### config.mk
export PLATFORM = sky130hd
export DESIGN_NAME = seven_segment_scan_driver
export DESIGN_NICKNAME = d
export VERILOG_FILES = /design/src/rtl/seven_segment_scan_driver.sv
export SDC_FILE = /design/constraint.sdc
export NUM_CORES = 1
export LEC_CHECK = 0
export BUFFER_PORTS_ARGS = -buffer_cell sky130_fd_sc_hd__buf_2
export CORE_MARGIN = 10
export CORE_UTILIZATION = 40
export DETAILED_ROUTE_END_ITERATION = 10
export GPL_TIMING_DRIVEN = 0
export SYNTH_ARGS = -nofsm -noshare
export SYNTH_HDL_FRONTEND = slang
export SYNTH_SLANG_ARGS = --single-unit
### constraint.sdc
create_clock -name clk -period 3.1 [get_ports clk]
set_clock_uncertainty 0.1 [all_clocks]
set_input_delay 0 -clock clk [delete_from_list [all_inputs] [get_ports clk]]
set_output_delay 0 -clock clk [all_outputs]
set_load 0.01 [all_outputs]
### src/rtl/seven_segment_scan_driver.sv
// Multiplexed seven-segment scanner with frame-synchronous double buffering.
// Optional SEVEN_SEG_LEADING_ZERO_BLANK_EN blanks leading zero digits.
module seven_segment_scan_driver #(
  parameter int DIGITS         = 4,
  parameter int REFRESH_DIV    = 50000,
  parameter int BLANK_CYCLES   = 1000,
  parameter int HEX_MODE       = 0,
  parameter int SEG_ACTIVE_LOW = 0,
  parameter int AN_ACTIVE_LOW  = 0
) (
  input  logic                  clk,
  input  logic                  rst_n,
  input  logic                  enable,
  input  logic [4*DIGITS-1:0]   value,
  input  logic [DIGITS-1:0]     digit_valid,
  input  logic [DIGITS-1:0]     dp_mask,
  input  logic                  load,
  output logic                  update_pending,
  output logic [6:0]            seg,
  output logic                  dp,
  output logic [DIGITS-1:0]     anode,
  output logic                  frame_start
);

  localparam int PW = (REFRESH_DIV > 1) ? $clog2(REFRESH_DIV) : 1;
  localparam int IW = (DIGITS > 1) ? $clog2(DIGITS) : 1;
  localparam logic [PW-1:0] P_LAST  = PW'(REFRESH_DIV - 1);
  localparam logic [PW-1:0] P_BLANK = PW'(BLANK_CYCLES);
  localparam logic [IW-1:0] I_LAST  = IW'(DIGITS - 1);
  localparam logic [6:0] SEG_OFF = (SEG_ACTIVE_LOW != 0) ? 7'h7f : 7'h00;
  localparam logic DP_OFF = (SEG_ACTIVE_LOW != 0);
  localparam logic [DIGITS-1:0] AN_OFF = (AN_ACTIVE_LOW != 0) ? '1 : '0;

  logic [PW-1:0]         presc_q, presc_d;
  logic [IW-1:0]         idx_q, idx_d;
  logic [4*DIGITS-1:0]   pend_val_q, pend_val_d;
  logic [4*DIGITS-1:0]   disp_val_q, disp_val_d;
  logic [DIGITS-1:0]     pend_vld_q, pend_vld_d;
  logic [DIGITS-1:0]     disp_vld_q, disp_vld_d;
  logic [DIGITS-1:0]     pend_dp_q, pend_dp_d;
  logic [DIGITS-1:0]     disp_dp_q, disp_dp_d;
  logic                  upd_q, upd_d;
  logic [6:0]            seg_q, seg_d;
  logic                  dp_q, dp_d;
  logic [DIGITS-1:0]     an_q, an_d;
  logic                  fs_q, fs_d;
  logic [DIGITS-1:0]     lz_blank;
  logic [3:0]            code;
  logic                  vld;
  logic                  wrap;
  logic                  commit;
  logic                  drive;

  function automatic logic [6:0] decode(input logic [3:0] c);
    logic [6:0] s;
    case (c)
      4'h0: s = 7'b0111111;
      4'h1: s = 7'b0000110;
      4'h2: s = 7'b1011011;
      4'h3: s = 7'b1001111;
      4'h4: s = 7'b1100110;
      4'h5: s = 7'b1101101;
      4'h6: s = 7'b1111101;
      4'h7: s = 7'b0000111;
      4'h8: s = 7'b1111111;
      4'h9: s = 7'b1101111;
      4'ha: s = 7'b1110111;
      4'hb: s = 7'b1111100;
      4'hc: s = 7'b0111001;
      4'hd: s = 7'b1011110;
      4'he: s = 7'b1111001;
      default: s = 7'b1110001;
    endcase
    if (HEX_MODE == 0 && c > 4'd9) s = 7'b0000000;
    return s;
  endfunction

`ifdef SEVEN_SEG_LEADING_ZERO_BLANK_EN
  // Walk from the most significant digit; stop at the first valid nonzero.
  always_comb begin
    logic above_zero;
    above_zero = 1'b1;
    lz_blank = '0;
    for (int i = DIGITS - 1; i >= 0; i--) begin
      if (i != 0 && above_zero && disp_vld_q[i] &&
          disp_val_q[4*i +: 4] == 4'd0)
        lz_blank[i] = 1'b1;
      if (disp_vld_q[i] && disp_val_q[4*i +: 4] != 4'd0)
        above_zero = 1'b0;
    end
  end
`else
  assign lz_blank = '0;
`endif

  always_comb begin
    wrap   = (presc_q == P_LAST) && (idx_q == I_LAST);
    commit = !enable || wrap;

    presc_d = '0;
    idx_d   = '0;
    if (enable) begin
      if (presc_q == P_LAST) begin
        idx_d = (idx_q == I_LAST) ? '0 : idx_q + 1'b1;
      end else begin
        presc_d = presc_q + 1'b1;
        idx_d   = idx_q;
      end
    end

    pend_val_d = load ? value : pend_val_q;
    pend_vld_d = load ? digit_valid : pend_vld_q;
    pend_dp_d  = load ? dp_mask : pend_dp_q;
    disp_val_d = commit ? pend_val_q : disp_val_q;
    disp_vld_d = commit ? pend_vld_q : disp_vld_q;
    disp_dp_d  = commit ? pend_dp_q : disp_dp_q;
    upd_d      = load ? 1'b1 : (commit ? 1'b0 : upd_q);

    code  = disp_val_q[{idx_q, 2'b00} +: 4];
    vld   = disp_vld_q[idx_q];
    drive = enable && (presc_q >= P_BLANK);
    seg_d = SEG_OFF;
    dp_d  = DP_OFF;
    an_d  = AN_OFF;
    if (drive) begin
      an_d = AN_OFF ^ (DIGITS'(1) << idx_q);
      if (vld) begin
        seg_d = SEG_OFF ^ (lz_blank[idx_q] ? 7'd0 : decode(code));
        dp_d  = DP_OFF ^ disp_dp_q[idx_q];
      end
    end
    fs_d = enable && wrap;
  end

  always_ff @(posedge clk or negedge rst_n) begin
    if (!rst_n) begin
      presc_q    <= '0;
      idx_q      <= '0;
      pend_val_q <= '0;
      pend_vld_q <= '0;
      pend_dp_q  <= '0;
      disp_val_q <= '0;
      disp_vld_q <= '0;
      disp_dp_q  <= '0;
      upd_q      <= 1'b0;
      seg_q      <= SEG_OFF;
      dp_q       <= DP_OFF;
      an_q       <= AN_OFF;
      fs_q       <= 1'b0;
    end else begin
      presc_q    <= presc_d;
      idx_q      <= idx_d;
      pend_val_q <= pend_val_d;
      pend_vld_q <= pend_vld_d;
      pend_dp_q  <= pend_dp_d;
      disp_val_q <= disp_val_d;
      disp_vld_q <= disp_vld_d;
      disp_dp_q  <= disp_dp_d;
      upd_q      <= upd_d;
      seg_q      <= seg_d;
      dp_q       <= dp_d;
      an_q       <= an_d;
      fs_q       <= fs_d;
    end
  end

  assign update_pending = upd_q;
  assign seg            = seg_q;
  assign dp             = dp_q;
  assign anode          = an_q;
  assign frame_start    = fs_q;

endmodule
==> results of run 1 <==
stage by stage:
stage          hold WS, ps  total power (uW)  worst slack, ps
6_report              41.3              2260              406
5_1_grt               49.7              2380              174
4_1_cts               33.0              2300              390
3_5_place_dp          -150              1480              391
3_3_place_gp           131              1460              399
2_1_floorplan         -396              1380              803
cells by family (layout without fill, tap and decap cells):
kind of cell / Yosys count / count (layout)
mux: 57 / 57
xor+xnor: 10 / 10
compound gates: 27 / 27
flops: 80 / 80
simple gates: 67 / 67
fa+ha+maj: 12 / 12
other cells: 0 / 1
buf+inv: 24 / 109
final cells by class:
type                            instances  area [um2]  area share (%)
Timing Repair Buffer                   69         510            11.3
Clock buffer                            9         124            2.74
Tap cell                              108         135            2.98
Clock inverter                          7        78.8            1.74
Sequential cell                        80        2000            44.2
Buffer                                 12        63.8            1.41
Inverter                               12        45.0           0.995
Antenna cell                            1        2.50          0.0553
Multi-Input combinational cell        173        1570            34.6
registers in the layout, indices dropped and copies added, names as in the netlist, 2 cells and up:
| name | count |
|---|---|
| disp_val_q | 16 |
| anode | 4 |
| disp_dp_q | 4 |
| pend_dp_q | 4 |
| presc_q | 16 |
| disp_vld_q | 4 |
| pend_vld_q | 4 |
| seg | 7 |
| pend_val_q | 16 |
| idx_q | 2 |
power by group:
group	leakage, uW	switching (uW)	internal [uW]	total (uW)
Combinational	0.000925	129	179	308
Sequential	0.00100	45.4	1120	1170
Clock	0.000104	402	381	783
worst max-delay path: cells and delay by family (launching register included):
kind / cells / cell delay, ps
fa+ha+maj: 1 / 290
mux: 1 / 480
simple gates: 1 / 60
compound gates: 3 / 690
flops: 1 / 390
buf+inv: 2 / 590
path summary, 6_finish.rpt:
check	endpoint	slack [ps]	start
setup reg to reg	seg[1]$_DFF_PN0_	410	idx_q[1]$_DFFE_PN0P_
min in group asynchronous	seg[6]$_DFF_PN0_	480	rst_n
hold reg to reg	update_pending$_DFFE_PN0P_	390	update_pending$_DFFE_PN0P_
max in group asynchronous	pend_val_q[5]$_DFFE_PN0P_	970	rst_n
setup / recovery	seg[1]$_DFF_PN0_	410	idx_q[1]$_DFFE_PN0P_
hold / removal	pend_dp_q[1]$_DFFE_PN0P_	40	load
synth_stat cells, drive strengths merged, types with 2 or more instances:
master and count:
o31ai 2, clkbuf 6, a221oi 2, mux2 48, nand4 3, buf 6, inv 12, dfrtp 80
ha 12, nor3 3, a21boi 2, xor2 2, nor4 3, a21oi 7, mux2i 3, o21ai 6
mux4 6, xnor2 8, nor2b 6, or4 4, nand2 7, nand2b 4, or3 4, a311oi 2
nand3 5, nor2 23
routing by layer:
layer	global-route usage (%)	up-vias
met5	0	-
met4	4.25	0
met3	3.72	7
met2	17.6	41
met1	15.9	1174
li1	-	1136
what timing repair did:
item | in CTS | in global routing
endpoints found under the hold margin | 106 | 0
hold buffers | 28 | 0
resized for setup | 0 | 0
==> run summary, run 1 <==
outcome: finished clean
max cap viols: 0
Tmin final: 2690 ps
simple logic cell fraction of the synthesized area: 9.90%
grt total ovfl: 0
leading area contributor after synthesis: dfrtp_1
Peak VDD IR: 0.000235 V
placed cell area: 4040 um2
DP HPWL: 4950 um
Least-Margin Pin Slew: 822 ps
WL/cell: 15.3 um
routed vias: 2358
adder-cell share of the synthesized area: 4.08%
crit-path cells: clkbuf_1 > mux4_2 > inv_1 > ha_1 > nor2_1 > o21ai_0 > o211ai_1 > a311oi_1
die width: 116 um
DRC Markers: 0
Cells after Synth: 277
Worst path slowest cell: mux4_2
worst reg-to-reg path cell count: 8
Startpoint Class: flip-flop
setup TNS: 0 ps
largest net degree at the start of global routing: 54
Post-CTS Setup Inserts: 0
# fillers: 812
H-Tree Depth: 3
Slew Limit Headroom: 45.0%
period utilisation layout: 86.9%
#FFs+latches synth: 80
Pins Over Slew Limit: 0
largest family of logic cells by synthesized area: multiplexers
Peak Freq: 371 MHz
die area: 13400 um2
EDFF count, synth: 0
first-pass GRT wire length: 12400 um
post-layout util: 51.2%
Leak: 0.00203 uW
power density over the cells: 499 nW/um2
gp weighted congestion: 0.852
Seq/Total Area, Yosys: 54.4%
Root Buffer: clkbuf_8
first drt pass iteration count: 4
height of the chip: 116 um
Core ar.: 8850 um2
compound-gate portion of the synthesized area: 5.21%
I/O Pins: 42
area grow syn2layout: 23.1%
# port buffers: 40
vias per cell: 5.01
Iter 0 DRT Violations: 72
mean post-synth cell area: 13.3 um2
slowest stage delay, CP: 480 ps
DRT Wirelength: 7200 um
DR WL met3: 328 um
final hold vios: 0
HP Class: in -> reg
CP Data Required Time: 3260 ps
Metal-1 WL: 3470 um
Total GRT Usage: 11.8%
Initial Util: 41.6%
Final Setup Violations: 0
non-filler cells, final: 471
number of antenna violations at the first check in global routing: 0
CTS sink cnt: 80
post-synth cell types: 44
Placed Instances: 426
Arr. time, crit path: 2860 ps
Synth Cell Area: 3680 um2
fraction of layout cells with a size suffix above 1: 33.7%
RSZ-0062 raised after global routing: false
Final #Nets: 397
element type at the critical path end: flip-flop
WL met2: 3320 um
most frequent cells in the layout: dfrtp_1 (80), buf_2 (41), mux2_2 (30)
syn nets: 317
Finished Cell Area: 4530 um2
site row count: 34
kind of critical path: reg -> reg
clk slew on worst S/H paths: 100 ps
WHS Path Cells: 2
top_reg_cell synth: dfrtp_1
DRT antenna net count: 0
Top Layer Used: met4
Inserted Clock Buffers: 9
Worst-Skew Late Latency: 360 ps
post-synthesis mux area share: 21.0%
ranking of synthesized cells by area: dfrtp_1 (54%), mux2_2 (9.2%), mux2_4 (7.3%)
number of global-route vias before repair: 2402
commonest non-fill, non-tap cell in the layout: dfrtp_1
Yosys warning total: 0
Max FO, Critical Path: 8
Post-Synth XOR/XNOR Area: 2.38%
CTS max path bufs: 2
CTS tree: done
asr flop ratio synth: 100%
post-synth top area share: 54.4%
Note: power is estimated with default switching activity, not from simulation.
==> run 2, diff against run 1 <==
ABC_AREA = 1   (was default)
==> run summary, run 2 <==
Worst-Skew Late Latency: 360 ps
routed vias: 3164
RSZ-0062 raised after global routing: false
outcome: finished clean
most frequent cells in the layout: nand2_1 (184), dfrtp_1 (80), nand3_1 (49)
Inserted Diodes: 0
number of global-route vias before repair: 3274
Leak: 0.00247 uW
DRC Markers: 0
DRT antenna net count: 0
total chip power: 2270 uW
Seq pwr share: 50.5%
Peak VDD IR: 0.000275 V
mean post-synth cell area: 8.15 um2
I/O Pins: 42
Comb pwr share: 15.1%
period utilisation layout: 65.3%
area grow syn2layout: 24.4%
setup TNS: 0 ps
Startpoint Class: flip-flop
site row count: 35
NetSw: 626 uW
Initial Util: 41.3%
DP HPWL: 6060 um
Yosys warning total: 0
Cells after Synth: 473
max cap viols: 0
Top Registers: disp_val_q x16, pend_val_q x16, presc_q x16
kind of critical path: reg -> reg
Arr. time, crit path: 2210 ps
#FFs+latches synth: 80
grt total ovfl: 0
gp weighted congestion: 0.870
CTS tree: done
WL/cell: 12.1 um
asr flop ratio synth: 100%
Core ar.: 9330 um2
Synth Cell Area: 3850 um2
Reg area: 2000 um2
H-Tree Depth: 3
ranking of synthesized cells by area: dfrtp_1 (52%), nand2_1 (18%), nand3_1 (6.4%)
CP Data Required Time: 3280 ps
Peak Freq: 494 MHz
Least-Margin Pin Slew: 509 ps
CTS max path bufs: 2
Multi-input gate area: 1640 um2
Clock Power Share: 34.4%
first-pass GRT wire length: 15000 um
switching share of power: 27.5%
Slew Limit Headroom: 66.0%
post-synth cell types: 31
Power Internal: 1650 uW
Synth top cells by count: nand2_1 (184), dfrtp_1 (80), nand3_1 (49)
clk slew on worst S/H paths: 80 ps
Inserted Clock Buffers: 9
die width: 118 um
Post-CTS Setup Inserts: 0
Placed Instances: 642
largest net degree at the start of global routing: 48
Root Buffer: clkbuf_8
vias per cell: 4.57
DRT Wirelength: 8360 um
# port buffers: 39
fraction of layout cells with a size suffix above 1: 16.1%
commonest non-fill, non-tap cell in the layout: nand2_1
Critical R2R Launch: idx_q[0]$_DFFE_PN0P_
die area: 14000 um2
leading area contributor after synthesis: dfrtp_1
number of antenna violations at the first check in global routing: 0
Tmin final: 2020 ps
first drt pass iteration count: 4
top_reg_cell synth: dfrtp_1
power density over the cells: 474 nW/um2
CP startpoint: idx_q[0]$_DFFE_PN0P_
non-filler cells, final: 693
Iter 0 DRT Violations: 167
Seq/Total Area, Yosys: 51.9%
final hold vios: 0
EDFF count, synth: 0
CTS sink cnt: 80
Total GRT Usage: 12.5%
element type at the critical path end: flip-flop
syn nets: 513
Pins Over Slew Limit: 0
Final #Nets: 599
# fillers: 902
cell with the most instances after synthesis: nand2_1
HP Class: in -> async
Max FO, Critical Path: 11
post-synth top area share: 51.9%
height of the chip: 118 um
Final Setup Violations: 0
[run 2: final cells by class]
class	count	share of cell area, %
Buffer	16	1.77
Clock buffer	10	2.87
Clock inverter	6	1.38
Inverter	35	2.74
Multi-Input combinational cell	342	34.1
Sequential cell	80	41.7
Tap cell	129	3.37
Timing Repair Buffer	75	12.0
[run 2: path summary, 6_finish.rpt]
check	to	slack, ps	cells after the start
max	seg[3]$_DFF_PN0_	1080	12
min	presc_q[12]$_DFF_PN0_	30	2
max reg2reg	seg[3]$_DFF_PN0_	1080	12
min reg2reg	pend_val_q[13]$_DFFE_PN0P_	380	2
max in group asynchronous	pend_val_q[3]$_DFFE_PN0P_	2300	3
min in group clk	pend_val_q[9]$_DFFE_PN0P_	130	4
[run 2: cells by family after synthesis]
logic type / after synthesis / share of synthesized area [%]
AOI/OAI and AO/OA: 22 / 3.02
xor gates and xnor gates: 6 / 1.36
adders and majority gates: 12 / 3.89
buffers and inverters: 51 / 5.61
DFF: 80 / 51.9
and+or+nand+nor: 302 / 34.2
[run 2: critical path, stage by stage (launching register included)]
cell and delay, ps:
dfrtp_1 510, inv_2 120, buf_6 170, nand2_1 70, nand3_1 70, nand2_1 180
inv_1 120, ha_1 220, nand3_1 110, nand2_1 70, nand2_1 60, nand2_1 60
nor2_2 90
[run 2: metal layers]
| metal | vias to the layer above | share of wire (%) | GRT usage [%] |
|---|---|---|---|
| met3 | 8 | 5.0 | 3.95 |
| met4 | 0 | 1.2 | 3.71 |
| met1 | 1430 | 51 | 16.7 |
| met5 | - | 0 | 0 |
| met2 | 70 | 43 | 19.0 |
| li1 | 1656 | - | - |
[run 2: through the flow]
step / setup slack, ps / cell area (um2) / hold WS, ps / utilization, %
floorplan: 1370 / 3850 / -396 / -
global placement: 1110 / 4210 / 100 / 45.2
detailed placement: 1110 / 4240 / -119 / 45.5
CTS: 1080 / 4800 / 34.6 / 51.4
global route: 889 / 4800 / 61.9 / 51.4
finish: 1080 / 4800 / 34.4 / 51.4
[run 2: power by group through the flow]
stage               clock network (uW)  registers (uW)  logic [uW]
global placement                     0            1170         299
floorplan                            0            1160         218
finish                             783            1150         342
detailed placement                   0            1170         308
global route                       850            1160         397
CTS                                815            1150         346
[run 2: timing repair]
action | 4_1_cts | 5_1_grt
hold endpoints to repair | 114 | 0
hold buffers | 35 | 0
resized for setup | 0 | 0
endpoints found under the setup margin | 0 | 0
